$ cat src/rtl/memory_access_pkg.sv
// Shared definitions for the load/store stage: RV32I width codes, FSM states,
// byte-enable patterns and the legality/alignment helpers.
package mem_pkg;

    localparam logic [2:0] F3_LB  = 3'b000;
    localparam logic [2:0] F3_LH  = 3'b001;
    localparam logic [2:0] F3_LW  = 3'b010;
    localparam logic [2:0] F3_LBU = 3'b100;
    localparam logic [2:0] F3_LHU = 3'b101;
    localparam logic [2:0] F3_SB  = 3'b000;
    localparam logic [2:0] F3_SH  = 3'b001;
    localparam logic [2:0] F3_SW  = 3'b010;

    localparam logic [3:0] BE_BYTE = 4'b0001;
    localparam logic [3:0] BE_HALF = 4'b0011;
    localparam logic [3:0] BE_WORD = 4'b1111;

    typedef enum logic {
        IDLE = 1'b0,
        BUSY = 1'b1
    } mem_state_t;

    function automatic logic op_legal(input logic is_store, input logic [2:0] funct3);
        if (is_store)
            return (funct3 == F3_SB) || (funct3 == F3_SH) || (funct3 == F3_SW);
        return (funct3 == F3_LB) || (funct3 == F3_LH) || (funct3 == F3_LW) ||
               (funct3 == F3_LBU) || (funct3 == F3_LHU);
    endfunction

    // funct3[1:0] encodes the access size for every legal code
    function automatic logic op_aligned(input logic [2:0] funct3, input logic [1:0] offset);
        case (funct3[1:0])
            2'b01:   return ~offset[0];
            2'b10:   return offset == 2'b00;
            default: return 1'b1;
        endcase
    endfunction

endpackage

$ cat src/rtl/memory_access_if.sv
// Data-memory port: request with address/data/byte enables, completed by ready.
interface memory_access_if #(
    parameter int DATA_WIDTH = 32
);
    logic                  dmem_req;
    logic                  dmem_we;
    logic [DATA_WIDTH-1:0] dmem_addr;
    logic [DATA_WIDTH-1:0] dmem_wdata;
    logic [3:0]            dmem_be;
    logic                  dmem_ready;
    logic [DATA_WIDTH-1:0] dmem_rdata;

    modport master (
        output dmem_req, dmem_we, dmem_addr, dmem_wdata, dmem_be,
        input  dmem_ready, dmem_rdata
    );

    modport slave (
        input  dmem_req, dmem_we, dmem_addr, dmem_wdata, dmem_be,
        output dmem_ready, dmem_rdata
    );
endinterface

$ cat src/rtl/memory_access_load_align.sv
// Extracts the addressed byte/half from a memory word and sign- or zero-extends it.
module load_align
    import mem_pkg::*;
#(
    parameter int DATA_WIDTH = 32
) (
    input  logic [DATA_WIDTH-1:0] rdata,
    input  logic [1:0]            offset,
    input  logic [2:0]            funct3,
    output logic [DATA_WIDTH-1:0] load_data
);

    logic [7:0]  byte_val;
    logic [15:0] half_val;

    always_comb begin
        byte_val = rdata[7:0];
        case (offset)
            2'd1:    byte_val = rdata[15:8];
            2'd2:    byte_val = rdata[23:16];
            2'd3:    byte_val = rdata[31:24];
            default: byte_val = rdata[7:0];
        endcase
        half_val = offset[1] ? rdata[31:16] : rdata[15:0];
    end

    always_comb begin
        load_data = rdata;
        case (funct3)
            F3_LB:   load_data = {{24{byte_val[7]}}, byte_val};
            F3_LH:   load_data = {{16{half_val[15]}}, half_val};
            F3_LBU:  load_data = {24'd0, byte_val};
            F3_LHU:  load_data = {16'd0, half_val};
            default: load_data = rdata;
        endcase
    end

endmodule

$ cat src/rtl/memory_access.sv
// Load/store pipeline stage: issues one data-memory transaction at a time,
// stalls upstream while it is outstanding and registers the writeback bundle.
module memory_access
    import mem_pkg::*;
#(
    parameter int DATA_WIDTH = 32
) (
    input  logic                  clk,
    input  logic                  rst,
    input  logic                  ex_valid,
    input  logic                  ex_mem_read,
    input  logic                  ex_mem_write,
    input  logic [2:0]            ex_funct3,
    input  logic [DATA_WIDTH-1:0] ALU_out,
    input  logic [DATA_WIDTH-1:0] r_out2,
    input  logic [4:0]            ex_rd,
    input  logic                  ex_reg_write,
    output logic                  stall,
    memory_access_if.master       dmem,
    output logic                  wb_valid,
    output logic                  wb_reg_write,
    output logic                  wb_fault,
    output logic [4:0]            wb_rd,
    output logic [DATA_WIDTH-1:0] wb_data
);

    mem_state_t state, next_state;

    logic                  is_mem;
    logic                  op_ok;
    logic                  accept;
    logic                  fault;
    logic                  pass;
    logic                  complete;
    logic [DATA_WIDTH-1:0] st_wdata;
    logic [3:0]            st_be;
    logic [DATA_WIDTH-1:0] load_data;

    logic [DATA_WIDTH-1:0] op_addr;
    logic [1:0]            op_offset;
    logic [2:0]            op_funct3;
    logic [4:0]            op_rd;
    logic                  op_reg_write;
    logic                  op_we;
    logic [DATA_WIDTH-1:0] op_wdata;
    logic [3:0]            op_be;

    always_ff @(posedge clk or posedge rst) begin
        if (rst) state <= IDLE;
        else     state <= next_state;
    end

    always_comb begin
        is_mem     = ex_mem_read | ex_mem_write;
        op_ok      = op_legal(ex_mem_write, ex_funct3) && op_aligned(ex_funct3, ALU_out[1:0]);
        accept     = 1'b0;
        fault      = 1'b0;
        pass       = 1'b0;
        complete   = 1'b0;
        next_state = state;
        case (state)
            IDLE: begin
                if (ex_valid) begin
                    if (!is_mem)     pass   = 1'b1;
                    else if (op_ok)  accept = 1'b1;
                    else             fault  = 1'b1;
                end
                if (accept) next_state = BUSY;
            end
            BUSY: begin
                if (dmem.dmem_ready) begin
                    complete   = 1'b1;
                    next_state = IDLE;
                end
            end
            default: next_state = IDLE;
        endcase
        stall = (state == BUSY);
    end

    // Store lanes are replicated so the byte enables alone pick the target bytes
    always_comb begin
        st_wdata = r_out2;
        st_be    = BE_WORD;
        if (ex_mem_write) begin
            case (ex_funct3[1:0])
                2'b00: begin
                    st_wdata = {4{r_out2[7:0]}};
                    st_be    = BE_BYTE << ALU_out[1:0];
                end
                2'b01: begin
                    st_wdata = {2{r_out2[15:0]}};
                    st_be    = BE_HALF << ALU_out[1:0];
                end
                default: begin
                    st_wdata = r_out2;
                    st_be    = BE_WORD;
                end
            endcase
        end
    end

    always_ff @(posedge clk or posedge rst) begin
        if (rst) begin
            op_addr      <= '0;
            op_offset    <= '0;
            op_funct3    <= '0;
            op_rd        <= '0;
            op_reg_write <= 1'b0;
            op_we        <= 1'b0;
            op_wdata     <= '0;
            op_be        <= '0;
        end else if (accept) begin
            op_addr      <= {ALU_out[DATA_WIDTH-1:2], 2'b00};
            op_offset    <= ALU_out[1:0];
            op_funct3    <= ex_funct3;
            op_rd        <= ex_rd;
            op_reg_write <= ex_reg_write;
            op_we        <= ex_mem_write;
            op_wdata     <= st_wdata;
            op_be        <= st_be;
        end
    end

    always_comb begin
        dmem.dmem_req   = (state == BUSY);
        dmem.dmem_we    = (state == BUSY) && op_we;
        dmem.dmem_addr  = op_addr;
        dmem.dmem_wdata = op_wdata;
        dmem.dmem_be    = op_be;
    end

    load_align #(
        .DATA_WIDTH(DATA_WIDTH)
    ) u_load_align (
        .rdata    (dmem.dmem_rdata),
        .offset   (op_offset),
        .funct3   (op_funct3),
        .load_data(load_data)
    );

    // Qualifiers drop with wb_valid so a stale write-enable never lingers; rd/data hold
    always_ff @(posedge clk or posedge rst) begin
        if (rst) begin
            wb_valid     <= 1'b0;
            wb_reg_write <= 1'b0;
            wb_fault     <= 1'b0;
            wb_rd        <= '0;
            wb_data      <= '0;
        end else begin
            wb_valid     <= 1'b0;
            wb_reg_write <= 1'b0;
            wb_fault     <= 1'b0;
            if (complete) begin
                wb_valid     <= 1'b1;
                wb_reg_write <= op_reg_write && !op_we;
                wb_rd        <= op_rd;
                wb_data      <= op_we ? '0 : load_data;
            end else if (fault) begin
                wb_valid <= 1'b1;
                wb_fault <= 1'b1;
                wb_rd    <= ex_rd;
                wb_data  <= '0;
            end else if (pass) begin
                wb_valid     <= 1'b1;
                wb_reg_write <= ex_reg_write;
                wb_rd        <= ex_rd;
                wb_data      <= ALU_out;
            end
        end
    end

endmodule
$ cat src/flat_wrapper.sv
// flat-port wrapper written by rule: the top's interface ports become plain ports
module memory_access_flat import mem_pkg::*;
#(
    parameter int DATA_WIDTH = 32
)
  (clk, rst, ex_valid, ex_mem_read, ex_mem_write, ex_funct3, ALU_out, r_out2, ex_rd, ex_reg_write, stall, wb_valid, wb_reg_write, wb_fault, wb_rd, wb_data, dmem_dmem_req, dmem_dmem_we, dmem_dmem_addr, dmem_dmem_wdata, dmem_dmem_be, dmem_dmem_ready, dmem_dmem_rdata);
  memory_access_if #(.DATA_WIDTH(DATA_WIDTH)) dmem_i ();
  input  logic clk;
  input  logic rst;
  input  logic ex_valid;
  input  logic ex_mem_read;
  input  logic ex_mem_write;
  input  logic [2:0] ex_funct3;
  input  logic [DATA_WIDTH-1:0] ALU_out;
  input  logic [DATA_WIDTH-1:0] r_out2;
  input  logic [4:0] ex_rd;
  input  logic ex_reg_write;
  output logic stall;
  output logic wb_valid;
  output logic wb_reg_write;
  output logic wb_fault;
  output logic [4:0] wb_rd;
  output logic [DATA_WIDTH-1:0] wb_data;
  output wire logic [$bits(dmem_i.dmem_req)-1:0] dmem_dmem_req;
  output wire logic [$bits(dmem_i.dmem_we)-1:0] dmem_dmem_we;
  output wire logic [$bits(dmem_i.dmem_addr)-1:0] dmem_dmem_addr;
  output wire logic [$bits(dmem_i.dmem_wdata)-1:0] dmem_dmem_wdata;
  output wire logic [$bits(dmem_i.dmem_be)-1:0] dmem_dmem_be;
  input wire logic [$bits(dmem_i.dmem_ready)-1:0] dmem_dmem_ready;
  input wire logic [$bits(dmem_i.dmem_rdata)-1:0] dmem_dmem_rdata;
  assign dmem_dmem_req = dmem_i.dmem_req;
  assign dmem_dmem_we = dmem_i.dmem_we;
  assign dmem_dmem_addr = dmem_i.dmem_addr;
  assign dmem_dmem_wdata = dmem_i.dmem_wdata;
  assign dmem_dmem_be = dmem_i.dmem_be;
  assign dmem_i.dmem_ready = dmem_dmem_ready;
  assign dmem_i.dmem_rdata = dmem_dmem_rdata;
  memory_access #(.DATA_WIDTH(DATA_WIDTH)) u_core (.clk(clk), .rst(rst), .ex_valid(ex_valid), .ex_mem_read(ex_mem_read), .ex_mem_write(ex_mem_write), .ex_funct3(ex_funct3), .ALU_out(ALU_out), .r_out2(r_out2), .ex_rd(ex_rd), .ex_reg_write(ex_reg_write), .stall(stall), .dmem(dmem_i), .wb_valid(wb_valid), .wb_reg_write(wb_reg_write), .wb_fault(wb_fault), .wb_rd(wb_rd), .wb_data(wb_data));
endmodule
$ cat config.mk
export PLATFORM = sky130hd
export DESIGN_NAME = memory_access_flat
export DESIGN_NICKNAME = d
export VERILOG_FILES = /design/src/rtl/memory_access_pkg.sv /design/src/rtl/memory_access_if.sv /design/src/rtl/memory_access_load_align.sv /design/src/rtl/memory_access.sv /design/src/flat_wrapper.sv
export SDC_FILE = /design/constraint.sdc
export NUM_CORES = 1
export LEC_CHECK = 0
export CORE_MARGIN = 8
export CORE_UTILIZATION = 40
export DETAILED_ROUTE_END_ITERATION = 8
export HOLD_SLACK_MARGIN = 0.02
export PLACE_DENSITY = 0.84
export SETUP_SLACK_MARGIN = 0.3
export SLEW_MARGIN = 20
export SYNTH_ARGS = -nofsm -noshare
export SYNTH_HDL_FRONTEND = slang
export SYNTH_SLANG_ARGS = --single-unit
$ cat constraint.sdc
create_clock -name clk -period 4.4 [get_ports clk]
set_clock_uncertainty 0.2 [all_clocks]
set_input_delay 1.1 -clock clk [delete_from_list [all_inputs] [get_ports clk]]
set_output_delay 1.1 -clock clk [all_outputs]
set_load 0.01 [all_outputs]
==> results of run 1 <==
## power breakdown
part | switching [mW] | leakage [nW] | total [mW] | internal, mW
clock | 0.505 | 0.263 | 1.30 | 0.799
sequential | 0.232 | 1.44 | 1.68 | 1.44
combinational | 0.684 | 1.99 | 1.61 | 0.921
## layout by cell type, fill, tap and decap left out, types with 9 or more instances in the layout
cell and count:
nand2_1 37, nor2_1 69, nor2b_1 11, o21ai_1 25, o21ai_0 24, o32a_1 16, mux2i_1 23, mux2_1 49
clkdlybuf4s50_1 219, a22oi_1 9, a21oi_1 32, clkbuf_16 17, dfrtp_1 119, o22a_1 13, and3_1 16
## through the flow
stage,std cells,cell area [um2]
2_1_floorplan,549,5790
3_3_place_gp,919,8080
3_5_place_dp,919,8080
4_1_cts,950,8640
5_1_grt,950,8640
6_report,950,8640
## layer usage
metal  global-route usage [%]  share of wire, %
met1                     24.5                40
met2                     32.5                47
met3                     8.61                11
met4                     6.28               1.9
met5                        0                 0
## sequential cells by signal (all words and copies together), names as in the netlist, 2 cells and up
register	flops
u_core.dmem.dmem_wdata	32
u_core.dmem.dmem_be	4
u_core.wb_rd	5
u_core.op_offset	2
u_core.wb_data	32
u_core.op_rd	5
u_core.op_funct3	3
u_core.dmem.dmem_addr	30
## cell families after synthesis
| group | after synthesis | synth area share [%] |
|---|---|---|
| AO/OA/AOI/OAI | 135 | 15.5 |
| flip-flops | 119 | 51.5 |
| multiplexers | 79 | 14.9 |
| buffers and inverters | 53 | 4.91 |
| AND/OR/NAND/NOR | 158 | 12.5 |
| other | 1 | 0.0648 |
| adder cells (fa/ha/maj) | 3 | 0.649 |
## critical path: cells and delay by family
family | cells | cell delay (ns)
AO/OA/AOI/OAI | 3 | 0.78
buffers and inverters | 2 | 0.52
AND/OR/NAND/NOR | 2 | 0.49
adder cells (fa/ha/maj) | 1 | 0.47
## worst max-delay path by stage
stage                      start                        endpoint  slack [ns]  cells past startpoint
floorplan           ex_funct3[0]  u_core.wb_data[17]$_DFFE_PP0P_        1.58                     10
global placement    ex_funct3[1]  u_core.wb_data[13]$_DFFE_PP0P_        0.73                      8
detailed placement  ex_funct3[1]   u_core.wb_data[5]$_DFFE_PP0P_        0.68                      8
CTS                 ex_funct3[1]  u_core.wb_data[12]$_DFFE_PP0P_        1.10                      8
global route        ex_funct3[1]   u_core.wb_data[3]$_DFFE_PP0P_        0.93                      8
finish              ex_funct3[1]  u_core.wb_data[12]$_DFFE_PP0P_        1.09                      8
## cell type report
type                    instances  area (um2)
flip-flops and latches        119        2980
well taps                     184         230
repair buffers                229        2300
multi-input cells             377        2530
inverters                      10        41.3
clock inverters                12         105
clock buffers                  19         453
fillers                      1176        5670
==> results.sh, run 1 <==
export IMPL_status="finished, final reports clean"
export IMPL_first_global_vias=5309
export IMPL_finalCritPeriodShare_pct=75.3
export IMPL_grt_max_degree=65
export IMPL_critPathMaxFanout=38
export IMPL_grt_pass1_wl_um=29300
export IMPL_synth_async_reset_ratio_pct=100
export IMPL_wire_per_inst_um=19.8
export IMPL_yosysTopAreaCell="dfrtp_1"
export IMPL_post_cts_buffers=0
export IMPL_power_density_nw_per_um2=531
export IMPL_hpwl_um=13800
export IMPL_post_cts_resized=0
export IMPL_cts_path_max_buffers=2
export IMPL_fin_nets=868
export IMPL_dieWidth_um=136
export IMPL_hold_depth=2
export IMPL_crit_slowest_cell="ha_1"
export IMPL_drv_slew=0
export IMPL_antenna_left=0
export IMPL_crit_chain="clkdlybuf4s50_1 > inv_1 > ha_1 > nor2_1 > a222oi_1 > a22oi_2 > nand2b_4 > o22a_1"
export IMPL_r2r_start="u_core.dmem.dmem_req$_DFF_PP0_"
export IMPL_tightestPinTransition_ns=0.805
export IMPL_cts_sinks=119
export IMPL_h_tree_depth=4
export IMPL_maxCapViolations=0
export IMPL_end_kind="register"
export IMPL_grt_overflow_total=0
export IMPL_start_util_pct=40.4
export IMPL_syn_avg_cell_area_um2=10.6
export IMPL_max_slew_margin_rel_pct=46.2
export IMPL_power_leakage_nw=3.70
export IMPL_ys_flop_type="dfrtp_1"
export IMPL_syn_inst=548
export IMPL_drcViolationCount=0
export IMPL_hold_path_end="u_core.dmem.dmem_wdata[9]$_DFFE_PP0P_"
export IMPL_synth_seq_cells=119
export IMPL_core_region_area_um2=14300
export IMPL_r2r_slack_ns=2.08
export IMPL_worstSetupStartpointType="primary input"
export IMPL_path_class="primary input to register"
export IMPL_fmax_mhz=302
export IMPL_ir_worst_vdd_v=0.000257
export IMPL_vias_per_cell=5.30
export IMPL_dieArea_um2=18600
export IMPL_rows=44
export IMPL_ys_types=48
export IMPL_die_h_um=136
export IMPL_ioPinCount=222
export IMPL_finalHoldViolCount=0
export IMPL_drt_initial_drc_count=316
export IMPL_hold_slack_ns=0.277
export IMPL_synth_edf_count=0
export IMPL_insertion_delay_ns=0.41
export IMPL_synth_area_leaders="dfrtp_1, mux2_1, nor2_1, mux2i_1, a21oi_1"
export IMPL_period_minus_slack_ns=3.31
export IMPL_num_vias=5032
export IMPL_fin_ws_ns=1.09
export IMPL_yosys_cell_count_top_type="dfrtp_1"
export IMPL_place_ws_ns=0.683
export IMPL_netlist_area_um2=5780
export IMPL_worstPathRequired_ns=4.49
export IMPL_hp_class="register to register"
export IMPL_power_mw=4.59
export IMPL_synthDominantCellAreaShare_pct=51.5
export IMPL_grtUsageTotal_pct=20.4
export IMPL_syn2layout_area_growth_pct=49.4
export IMPL_numCtsBuffers=17
export IMPL_root_buffer="clkbuf_16"
export IMPL_synth_warnings=0
export IMPL_tns_ns=0
export IMPL_io_buffer_count=219
export IMPL_drive_gt1_share_pct=7.83
export IMPL_fin_util_pct=60.4
export IMPL_r2r_end="u_core.wb_data[26]$_DFFE_PP0P_"
export IMPL_wl_um=18800
export IMPL_cts_tree="done"
export IMPL_synth_common_cells="dfrtp_1, nor2_1, mux2_1"
export IMPL_antenna_cells=0
export IMPL_clkSlewWorstSetupHoldPaths_ns=0.06
export IMPL_critical_path_max_stage_delay_ns=0.47
export IMPL_antenna_found_initial=0
export IMPL_min_delay_start="u_core.dmem.dmem_wdata[9]$_DFFE_PP0P_"
export IMPL_r2r_cells=6
export IMPL_critical_path_arrival_ns=3.40
export IMPL_yosysSeqAreaShare_pct=51.5
export IMPL_drtPass1Iterations=4
export IMPL_place_congestion=0.838
export IMPL_hold_buffers=0
export IMPL_setup_violations=0
export IMPL_rsz0062_at_grt="false"
No activity file was read; power rests on OpenSTA's default activity.
==> run 2: changes to the inputs <==
CORE_UTILIZATION = 44   (was 40)
PLACE_DENSITY = 0.87   (was 0.84)
clock period = 3.35 ns   (was 4.4 ns; I/O delays follow)
==> run 2 against run 1 <==
Total power increased by 36%. Routed wire length increased by 3.2%. Utilization increased by 6.7 points. Via count increased by 4.3%. Sequential cell count unchanged. Die area decreased by 8.0%. Non-clock buffer count increased by 7. Hold slack improved by 0.0095 ns. Combinational power increased by 33%. Clock-buffer cell count increased by 4. Global-route usage increased by 2.4 points. Critical path type unchanged.
==> results.sh, run 2 (synthesis results as in run 1) <==
export IMPL_grt_overflow_total=0
export IMPL_worstPathRequired_ns=3.49
export IMPL_ir_worst_vdd_v=0.000399
export IMPL_finalHoldViolCount=0
export IMPL_antenna_left=0
export IMPL_critical_path_arrival_ns=2.91
export IMPL_root_buffer="clkbuf_16"
export IMPL_clkSlewWorstSetupHoldPaths_ns=0.05
export IMPL_start_util_pct=44.4
export IMPL_status="finished, final reports clean"
export IMPL_r2r_end="u_core.wb_data[3]$_DFFE_PP0P_"
export IMPL_io_buffer_count=219
export IMPL_regArea_um2=2980
export IMPL_min_delay_start="u_core.dmem.dmem_addr[26]$_DFFE_PP0P_"
export IMPL_drv_slew=0
export IMPL_dieWidth_um=131
export IMPL_setup_violations=0
export IMPL_power_density_nw_per_um2=712
export IMPL_hold_buffers=0
export IMPL_first_global_vias=5616
export IMPL_p_seq_share_pct=35.6
export IMPL_cts_path_max_buffers=2
export IMPL_hold_path_end="u_core.dmem.dmem_addr[26]$_DFFE_PP0P_"
export IMPL_finalCritPeriodShare_pct=82.6
export IMPL_end_kind="register"
export IMPL_vias_per_cell=5.53
export IMPL_r2r_slack_ns=1.11
export IMPL_internal_power_mw=4.36
export IMPL_antenna_found_initial=0
export IMPL_path_class="primary input to register"
export IMPL_place_ws_ns=0.170
export IMPL_cts_sinks=119
export IMPL_place_congestion=0.830
export IMPL_h_tree_depth=4
export IMPL_final_common_cell="clkdlybuf4s50_1"
export IMPL_tightestPinTransition_ns=0.699
export IMPL_power_mw=6.22
export IMPL_fmax_mhz=361
export IMPL_drcViolationCount=0
export IMPL_drtPass1Iterations=5
export IMPL_period_minus_slack_ns=2.77
export IMPL_core_region_area_um2=13000
export IMPL_maxCapViolations=0
export IMPL_r2r_cells=5
export IMPL_grt_pass1_wl_um=29700
export IMPL_max_slew_margin_rel_pct=53.4
export IMPL_p_comb_share_pct=34.4
export IMPL_hold_depth=1
export IMPL_wl_um=19400
export IMPL_insertion_delay_ns=0.41
export IMPL_post_cts_buffers=0
export IMPL_rows=42
export IMPL_rsz0062_at_grt="false"
export IMPL_final_cell_mix="clkdlybuf4s50_1, dfrtp_1, nor2_1, mux2_1, nand2_1"
export IMPL_r2r_start="u_core.op_funct3[1]$_DFFE_PP0P_"
export IMPL_wire_per_inst_um=20.4
export IMPL_worstSetupStartpointType="primary input"
export IMPL_power_clock_fraction_pct=30.0
export IMPL_num_vias=5250
export IMPL_post_cts_resized=0
export IMPL_drive_gt1_share_pct=8.41
export IMPL_dieArea_um2=17100
export IMPL_fin_nets=875
export IMPL_die_h_um=131
export IMPL_grt_max_degree=120
export IMPL_hpwl_um=14800
export IMPL_drt_initial_drc_count=329
export IMPL_cts_tree="done"
export IMPL_switching_share_pct=30.0
export IMPL_grtUsageTotal_pct=22.8
export IMPL_critPathMaxFanout=38
export IMPL_fin_ws_ns=0.583
export IMPL_antenna_cells=0
export IMPL_hp_class="register to register"
export IMPL_numCtsBuffers=17
export IMPL_nFillCells=995
export IMPL_syn2layout_area_growth_pct=51.2
export IMPL_ioPinCount=222
export IMPL_tns_ns=0
export IMPL_p_sw_mw=1.86
export IMPL_multi_input_area_um2=2530
export IMPL_power_leakage_nw=3.77
run 2: cell count changes in the layout (fill, tap and decap cells not counted), sizes merged:
cell / previous run / this run
clkbuf: 19 / 23
bufinv: 1 / 3
buf: 10 / 17
clkinv: 6 / 3
clkinvlp: 6 / 3
run 2: how the worst max path moves through the flow:
stage / startpoint / to / slack [ns]
floorplan: ex_funct3[0] / u_core.wb_data[17]$_DFFE_PP0P_ / 0.79
CTS: ex_funct3[1] / u_core.wb_data[29]$_DFFE_PP0P_ / 0.61
detailed placement: ex_funct3[0] / u_core.dmem.dmem_addr[30]$_DFFE_PP0P_ / 0.17
global route: ex_funct3[0] / u_core.dmem.dmem_addr[30]$_DFFE_PP0P_ / 0.41
global placement: ex_funct3[0] / u_core.dmem.dmem_addr[30]$_DFFE_PP0P_ / 0.23
finish: ex_funct3[1] / u_core.wb_data[29]$_DFFE_PP0P_ / 0.58
run 2: worst max-delay path: stages:
cell and delay, ns:
clkdlybuf4s50_1 0.48, inv_1 0.08, ha_1 0.21, or2b_1 0.18, o311ai_2 0.12, a22oi_2 0.28, nand2b_4 0.46, o32a_1 0.24
run 2: power groups by stage:
stage	clock, mW	combinational [mW]	sequential (mW)
6_report	1.87	2.14	2.22
2_1_floorplan	0	0.776	2.35
3_3_place_gp	0	2.09	2.20
5_1_grt	1.96	2.29	2.28
3_5_place_dp	0	2.16	2.24
4_1_cts	1.89	2.17	2.22
run 2: final cells by class:
class	instances	area share, %
Clock buffer	23	5.58
Clock inverter	8	1.37
Inverter	10	0.472
Timing Repair Buffer	236	27.1
Tap cell	176	2.52
Multi-Input combinational cell	377	28.9
Sequential cell	119	34.0
run 2: layer usage:
layer	vias up	global-route usage [%]	share of wire, %
li1	2368	-	-
met1	2565	24.4	37
met2	268	38.3	48
met3	49	8.89	11
met4	0	12.2	3.5
met5	-	0	0
run 2: through the flow:
stage / hold WS (ns) / cells / util, % / area [um2]
after floorplan: 0.262 / 549 / - / 5790
final: 0.286 / 949 / 67.1 / 8750
after global routing: 0.298 / 949 / 67.1 / 8750
after global placement: 0.262 / 918 / 62.4 / 8140
after CTS: 0.291 / 949 / 67.1 / 8750
after detailed placement: 0.275 / 918 / 62.4 / 8140
==> run 3: changes to the inputs <==
clock period = 2.8 ns   (was 3.35 ns; I/O delays follow)
==> run 3 against run 2 <==
First-iteration DRC count up 32%. Routed wire length rose by 5.4%. Sequential share of layout area is 1.5 points lower. Final cell count rose by 3.4%. Combinational power is 26% higher. Global-route usage up 1.3 points. Hold slack got worse by 0.0010 ns. Sequential cell count stayed put. Critical path depth unchanged. Utilization increased by 3.0 points. Die area did not move. Clock power is 21% higher. Highest routed layer is now met5.
==> results.sh, run 3 (synthesis results as in run 1) <==
export IMPL_drt_initial_drc_count=435
export IMPL_antenna_found_initial=2
export IMPL_crit_slowest_cell="clkdlybuf4s50_1"
export IMPL_nFillCells=940
export IMPL_critical_path_startpoint="ex_valid"
export IMPL_core_region_area_um2=13000
export IMPL_crit_buf_inv=3
export IMPL_place_congestion=0.884
export IMPL_cp_top_family="buffers and inverters"
export IMPL_critPathMaxFanout=11
export IMPL_placed_area_um2=8390
export IMPL_grt_overflow_total=0
export IMPL_ir_worst_vdd_v=0.000607
export IMPL_power_density_nw_per_um2=833
export IMPL_power_mw=7.61
export IMPL_tns_ns=0
export IMPL_wire_per_inst_um=20.8
export IMPL_setup_violations=0
export IMPL_r2r_slack_ns=0.57
export IMPL_drive_gt1_share_pct=13.3
export IMPL_cts_tree="done"
export IMPL_critical_path_max_stage_delay_ns=0.46
export IMPL_clkSlewWorstSetupHoldPaths_ns=0.05
export IMPL_end_kind="register"
export IMPL_power_leakage_nw=4.02
export IMPL_final_cell_mix="clkdlybuf4s50_1, dfrtp_1, nor2_1, mux2_1, nand2_1"
export IMPL_r2r_start="u_core.op_offset[1]$_DFFE_PP0P_"
export IMPL_cts_sinks=119
export IMPL_hpwl_um=15300
export IMPL_grt_pass1_wl_um=31000
export IMPL_finalHoldViolCount=0
export IMPL_drv_slew=0
export IMPL_tightestPinTransition_ns=0.580
export IMPL_start_util_pct=44.4
export IMPL_fmax_mhz=415
export IMPL_critical_path_arrival_ns=2.50
export IMPL_numCtsBuffers=17
export IMPL_min_delay_start="u_core.dmem.dmem_wdata[23]$_DFFE_PP0P_"
export IMPL_r2r_cells=5
export IMPL_hold_path_end="u_core.dmem.dmem_wdata[23]$_DFFE_PP0P_"
export IMPL_die_h_um=131
export IMPL_num_vias=5459
export IMPL_syn2layout_area_growth_pct=58.0
export IMPL_dieArea_um2=17100
export IMPL_fin_nets=905
export IMPL_worstSetupStartpointType="primary input"
export IMPL_hp_class="register to register"
export IMPL_wl_um=20400
export IMPL_io_buffer_count=219
export IMPL_h_tree_depth=4
export IMPL_drcViolationCount=0
export IMPL_max_slew_margin_rel_pct=61.3
export IMPL_stdcell_count=981
export IMPL_cts_path_max_buffers=2
export IMPL_fin_util_pct=70.1
export IMPL_worstPathRequired_ns=2.89
export IMPL_finalCritPeriodShare_pct=86.0
export IMPL_hold_depth=2
export IMPL_grt_max_degree=80
export IMPL_dieWidth_um=131
export IMPL_path_class="primary input to register"
export IMPL_maxCapViolations=0
export IMPL_antenna_left=0
export IMPL_drtPass1Iterations=5
export IMPL_insertion_delay_ns=0.41
export IMPL_post_route_cell_area_um2=9140
export IMPL_crit_chain="clkdlybuf4s50_1 > nor2b_1 > o21ai_1 > a22oi_2 > buf_6 > bufbuf_16 > nor2_1 > o32a_1"
export IMPL_rsz0062_at_grt="false"
export IMPL_vias_per_cell=5.56
export IMPL_status="finished, final reports clean"
export IMPL_grtUsageTotal_pct=24.1
export IMPL_final_common_cell="clkdlybuf4s50_1"
export IMPL_first_global_vias=5786
export IMPL_ioPinCount=222
export IMPL_root_buffer="clkbuf_16"
export IMPL_period_minus_slack_ns=2.41
export IMPL_r2r_end="u_core.wb_data[15]$_DFFE_PP0P_"
export IMPL_rows=42
export IMPL_place_inst=942
run 3: cell types whose count changed in the layout (fill, tap and decap cells not counted), sizes merged:
cell	delta
clkinv	+3
clkinvlp	-2
bufbuf	+1
dlymetal6s2s	+3
dlygate4sd2	+1
diode	+1
buf	+29
clkdlybuf4s50	-5
clkbuf	+1
run 3: stage by stage:
stage	hold slack, ns	setup WS [ns]
6_report	0.285	0.393
5_1_grt	0.307	0.306
4_1_cts	0.290	0.321
3_5_place_dp	0.278	-0.227
3_3_place_gp	0.262	-0.130
2_1_floorplan	0.262	0.378
run 3: cell type report:
cell class              count  area [um2]  area share (%)
diodes                      1        2.50          0.0274
repair buffers            266        2720            29.8
inverters                  10        41.3           0.452
clock buffers              23         498            5.45
clock inverters             9         120            1.31
flip-flops and latches    119        2980            32.6
multi-input cells         377        2550            27.9
well taps                 176         220            2.41
run 3: worst max-delay path by stage:
stage	endpoint	slack [ns]	depth (start not counted)
after global routing	u_core.wb_data[27]$_DFFE_PP0P_	0.31	8
after floorplan	u_core.wb_data[17]$_DFFE_PP0P_	0.38	10
after detailed placement	u_core.dmem.dmem_wdata[21]$_DFFE_PP0P_	-0.23	11
final	u_core.wb_data[27]$_DFFE_PP0P_	0.39	8
after CTS	dmem_dmem_we	0.32	2
after global placement	u_core.dmem.dmem_addr[14]$_DFFE_PP0P_	-0.13	9
run 3: worst reg2reg max path, stage by stage, from the launching register on:
cell,delay [ns]
dfrtp_1,0.69
or2_1,0.19
o22ai_2,0.11
a21oi_1,0.51
a21oi_1,0.21
o22a_1,0.21
run 3: timing repair:
action                                  CTS  global route
cloned                                    2             0
resized for setup                         8            13
pin swaps                                 1             2
hold buffers                              0             0
setup buffers                             2             2
endpoints found under the setup margin   95            24
run 3: metal layers:
| metal | GRT usage, % | share of wire, % |
|---|---|---|
| met3 | 10.6 | 12 |
| met5 | 0 | 0.044 |
| met1 | 26.1 | 36 |
| met4 | 11.5 | 3.9 |
| met2 | 39.9 | 48 |
run 3: report_power, final:
group,total [mW],internal [mW],switching (mW),leakage (nW)
registers,2.66,2.27,0.385,1.44
clock network,2.26,1.51,0.752,0.312
logic,2.70,1.55,1.15,2.27
total,7.61,5.33,2.29,4.02
